<file path="src/rtl/key_event.sv">
// Key event decoder: turns a debounced key level into press/release/long/repeat pulses plus a hold timer.
// Define KEY_EVENT_REPEAT_EN to build the auto-repeat counter; otherwise repeat_o is tied low.
module key_event #(
  parameter int   CLK_FREQ_Hz    = 27000000,
  parameter logic RELEASED_LEVEL = 1'b0,
  parameter int   LONG_MS        = 1000,
  parameter int   REPEAT_MS      = 200
) (
  input  logic        clk,
  input  logic        rst,
  input  logic        key_db_i,
  output logic        press_o,
  output logic        release_o,
  output logic        long_o,
  output logic        repeat_o,
  output logic        pressed_o,
  output logic [15:0] hold_ms_o,
  output logic [1:0]  state_o
);

  localparam int              CPM     = CLK_FREQ_Hz / 1000;
  localparam int              PW      = (CPM > 1) ? $clog2(CPM) : 1;
  localparam logic [PW-1:0]   PS_MAX  = PW'(CPM - 1);
  localparam logic [15:0]     LONG_M1 = 16'(LONG_MS - 1);

  typedef enum logic [1:0] {
    IDLE    = 2'd0,
    PRESSED = 2'd1,
    LONG    = 2'd2
  } state_e;

  state_e        state_q, state_d;
  logic          sync1_q, sync2_q, edge_q;
  logic [PW-1:0] ps_q, ps_d;
  logic [15:0]   hold_q, hold_d;
  logic          press_q, press_d;
  logic          release_q, release_d;
  logic          long_q, long_d;
  logic          pressed_q, pressed_d;
  logic          press_ev, release_ev, tick, active;

`ifdef KEY_EVENT_REPEAT_EN
  localparam logic [15:0] REP_M1 = 16'(REPEAT_MS - 1);
  logic [15:0] rep_q, rep_d;
  logic        repeat_q, repeat_d;
`else
  logic unused_repeat_ms;
  assign unused_repeat_ms = ^REPEAT_MS;
`endif

  // Edges are judged between the last synchronizer stage and the edge register.
  assign press_ev   = (sync2_q != RELEASED_LEVEL) && (edge_q == RELEASED_LEVEL);
  assign release_ev = (sync2_q == RELEASED_LEVEL) && (edge_q != RELEASED_LEVEL);
  assign active     = (state_q != IDLE);
  assign tick       = active && (ps_q == PS_MAX);

  always_comb begin
    state_d   = state_q;
    ps_d      = ps_q;
    hold_d    = hold_q;
    press_d   = 1'b0;
    release_d = 1'b0;
    long_d    = 1'b0;
    pressed_d = pressed_q;
`ifdef KEY_EVENT_REPEAT_EN
    rep_d     = rep_q;
    repeat_d  = 1'b0;
`endif
    if (active) begin
      ps_d = tick ? '0 : ps_q + 1'b1;
      if (tick && (hold_q != 16'hFFFF)) hold_d = hold_q + 16'd1;
    end
    case (state_q)
      IDLE: begin
        if (press_ev) begin
          state_d   = PRESSED;
          press_d   = 1'b1;
          pressed_d = 1'b1;
          ps_d      = '0;
          hold_d    = '0;
        end
      end
      PRESSED: begin
        // Release has priority over the long threshold landing in the same cycle.
        if (release_ev) begin
          state_d   = IDLE;
          release_d = 1'b1;
          pressed_d = 1'b0;
        end else if (tick && (hold_q == LONG_M1)) begin
          state_d = LONG;
          long_d  = 1'b1;
`ifdef KEY_EVENT_REPEAT_EN
          rep_d   = '0;
`endif
        end
      end
      LONG: begin
        if (release_ev) begin
          state_d   = IDLE;
          release_d = 1'b1;
          pressed_d = 1'b0;
        end
`ifdef KEY_EVENT_REPEAT_EN
        else if (tick) begin
          if (rep_q == REP_M1) begin
            rep_d    = '0;
            repeat_d = 1'b1;
          end else begin
            rep_d = rep_q + 16'd1;
          end
        end
`endif
      end
      default: state_d = IDLE;
    endcase
  end

  always_ff @(posedge clk or negedge rst) begin
    if (!rst) begin
      sync1_q   <= RELEASED_LEVEL;
      sync2_q   <= RELEASED_LEVEL;
      edge_q    <= RELEASED_LEVEL;
      state_q   <= IDLE;
      ps_q      <= '0;
      hold_q    <= '0;
      press_q   <= 1'b0;
      release_q <= 1'b0;
      long_q    <= 1'b0;
      pressed_q <= 1'b0;
    end else begin
      sync1_q   <= key_db_i;
      sync2_q   <= sync1_q;
      edge_q    <= sync2_q;
      state_q   <= state_d;
      ps_q      <= ps_d;
      hold_q    <= hold_d;
      press_q   <= press_d;
      release_q <= release_d;
      long_q    <= long_d;
      pressed_q <= pressed_d;
    end
  end

`ifdef KEY_EVENT_REPEAT_EN
  always_ff @(posedge clk or negedge rst) begin
    if (!rst) begin
      rep_q    <= '0;
      repeat_q <= 1'b0;
    end else begin
      rep_q    <= rep_d;
      repeat_q <= repeat_d;
    end
  end
  assign repeat_o = repeat_q;
`else
  assign repeat_o = 1'b0;
`endif

  assign press_o   = press_q;
  assign release_o = release_q;
  assign long_o    = long_q;
  assign pressed_o = pressed_q;
  assign hold_ms_o = hold_q;
  assign state_o   = state_q;

endmodule

</file>
<file path="config.mk">
export PLATFORM = sky130hd
export DESIGN_NAME = key_event
export DESIGN_NICKNAME = d
export VERILOG_FILES = /design/src/rtl/key_event.sv
export SDC_FILE = /design/constraint.sdc
export NUM_CORES = 1
export LEC_CHECK = 0
export BUFFER_PORTS_ARGS = -buffer_cell sky130_fd_sc_hd__buf_4
export CAP_MARGIN = 20
export CORE_MARGIN = 2
export CORE_UTILIZATION = 42
export DETAILED_ROUTE_END_ITERATION = 12
export GPL_TIMING_DRIVEN = 0
export PLACE_DENSITY = 0.61
export SYNTH_ARGS = -nofsm -noshare
export SYNTH_HDL_FRONTEND = slang
export SYNTH_SLANG_ARGS = --single-unit
</file>
<file path="constraint.sdc">
create_clock -name clk -period 2.8 [get_ports clk]
set_input_delay 0.14 -clock clk [delete_from_list [all_inputs] [get_ports clk]]
set_output_delay 0.14 -clock clk [all_outputs]
set_load 0.03 [all_outputs]
</file>
==> impl_metrics.toml <==
[status]
status = "completed"

[yosys]
synth_cells = 231
yosys_warnings = 0
synth-edff-count = 0
ys_seq_area_share_pct = 45.8
mappedNetlistArea_um2 = 2190
synth_async_sr_flop_share_pct = 100
avgSynthCellArea_um2 = 9.47
synth_nets = 239
ys.flop_type = "dfrtp_1"
synth.distinct_cells = 43
ys_ff_latch = 40

[detailed_routing]
wl_per_cell_um = 14.3
drt-initial-drc-count = 120
vias_per_cell = 5.43
vias = 1819
drt-total-wl_um = 4780
firstDrtPassIters = 4
drc = 0
antenna_left = 0

[worst_setup_path]
path_class = "flip-flop to flip-flop"
crit_required_ns = 3.02
cp.depth = 7
critPathCaptureType = "flip-flop"
r2r_cells = 7
critPathLaunchType = "flip-flop"
crit_chain = "inv_1 > ha_1 > or4b_4 > or4_4 > buf_6 > or4_1 > a21oi_1"
cp_max_fo = 10
crit_buf_inv = 2
critPathTopFamily = "simple AND/OR/NAND/NOR gates"
crit_slowest_cell = "or4b_4"
arrival_ns = 2.86
critical_path.max_stage_delay_ns = 0.53

[cts]
clkSlewWorstSetupHoldPaths_ns = 0.08
post-cts-setup-buffer-count = 0
numCtsBuffers = 5
cts_root_buf = "clkbuf_8"
clock_sinks = 40
htreeDepth = 2
clk_latency_ns = 0.29
clk_path_buf_depth = 2
tritoncts = "done"

[floorplanning]
die_x_um = 76.2
die_y_um = 76.2
start_util_pct = 43.1
coreArea_um2 = 5070
rows = 26
fp.dieArea_um2 = 5800
pin_count = 26

[layout]
drive_above_1_share_pct = 14.7
final_cell_mix = "dfrtp_1, nand2_1, buf_4"
final_util_pct = 50.8
final_nets = 272
syn2layout_area_growth_pct = 17.8
diodes = 0
final_common_cell = "dfrtp_1"

[grt]
grt_max_degree = 41
grt_antenna_before_repair = 0
grtUsageTotal_pct = 17.7
grt_pass1_wl_um = 8450
grt_pass1_vias = 1767
grt_overflow = 0

[timing]
hold_violations = 0
setup-violations-final = 0
maxSlewViolCount = 0
slew_headroom_pct = 44.9
rsz0062_at_grt = "no"
worstMarginPinSlew_ns = 0.819
holdWs_ns = 0.354
tns_ns = 0
fin_worst_skew_ns = 0.00179
period_share_pct = 94.0
layout_min_cycle_time_ns = 2.63
max_freq_mhz = 380

[placed_design]
dp_hpwl_um = 3350
gp_congestion = 0.824
port_buffers = 24

[power]
power.density_nw_per_um2 = 506
ir_worst_vdd_uv = 215
leakage_nw = 1.18
power_mw = 1.30

[run]
drv_cap = 0

[min_path]
hp-class = "input pin to async pin"
==> kinds of logic after synthesis <==
group	after synthesis	share of synthesized area, %
simple gates	125	32.7
flops	40	45.8
compound gates	27	7.21
buf+inv	13	2.75
xor+xnor	10	4.00
mux	10	4.58
fa+ha+maj	5	2.86
other cells	1	0.171
==> repair_timing <==
item | 4_1_cts | 5_1_grt
gates resized for setup | 1 | 2
hold buffers | 2 | 0
cloned | 0 | 0
endpoints found under the setup margin | 2 | 1
endpoints found under the hold margin | 41 | 0
==> registers in the layout, indices dropped and copies added, names as in the netlist <==
signal     flops
long_o         1
pressed_o      1
state_o        2
release_o      1
press_o        1
ps_q          15
edge_q         1
hold_ms_o     16
sync2_q        1
sync1_q        1
==> cell type report <==
| cell class | instances | area (µm²) |
|---|---|---|
| Timing Repair Buffer | 26 | 200 |
| Tap cell | 70 | 87.6 |
| Sequential cell | 40 | 1000 |
| Buffer | 7 | 38.8 |
| Fill cell | 489 | 2500 |
| Clock inverter | 2 | 10.0 |
| Inverter | 6 | 22.5 |
| Clock buffer | 6 | 82.6 |
| Multi-Input combinational cell | 178 | 1130 |
==> per-stage QoR <==
| step | instances | area (µm²) | setup slack (ns) |
|---|---|---|---|
| after global placement | 325 | 2450 | 0.0106 |
| after floorplan | 231 | 2190 | 0.132 |
| after detailed placement | 325 | 2450 | 0.00907 |
| after global routing | 335 | 2580 | 0.0660 |
| after CTS | 335 | 2580 | 0.154 |
| final | 335 | 2580 | 0.167 |
==> worst register-to-register path, stage by stage, from the launching register on <==
cell and delay, ns:
dfrtp_1 0.37, inv_1 0.09, ha_1 0.30, or4b_4 0.53
or4_4 0.45, buf_6 0.16, or4_1 0.50, a21oi_1 0.15
==> layer usage <==
layer  global-route usage, %  vias to the layer above  share of wire, %
met3                    3.91                        8               2.7
met1                    24.2                      879                49
li1                        -                      911                 -
met5                       0                        -                 0
met2                    27.9                       21                47
met4                    6.55                        0               1.3
==> power breakdown <==
group          internal, mW  switching (mW)
Combinational        0.0941           0.156
Sequential            0.613          0.0359
Clock                 0.197           0.208
Total                 0.904           0.401
==> path summary, 6_finish.rpt <==
path | startpoint | slack [ns] | endpoint
max reg2reg | state_o[0] | 0.17 | hold_ms_o[8]
min | rst | 0.35 | ps_q[8]
max | state_o[0] | 0.17 | hold_ms_o[8]
min reg2reg | sync1_q | 0.36 | sync2_q
max in group asynchronous | rst | 2.11 | state_o[1]
min in group clk | sync1_q | 0.36 | sync2_q
==> Yosys cell counts (all sizes together), types with 5 or more instances <==
cell	instances	area, µm²
a21oi	9	45.0
nand2	25	93.8
xnor2	6	52.6
dfrtp	40	1000
o21ai	9	45.0
nor4	9	62.6
nor2	18	67.6
nand4	15	93.8
inv	6	22.5
ha	5	62.6
clkbuf	5	18.8
mux2i	10	100
nor3	8	40.0
and3	6	37.5
nand3	12	60.1
(Power assumes the default switching activity.)
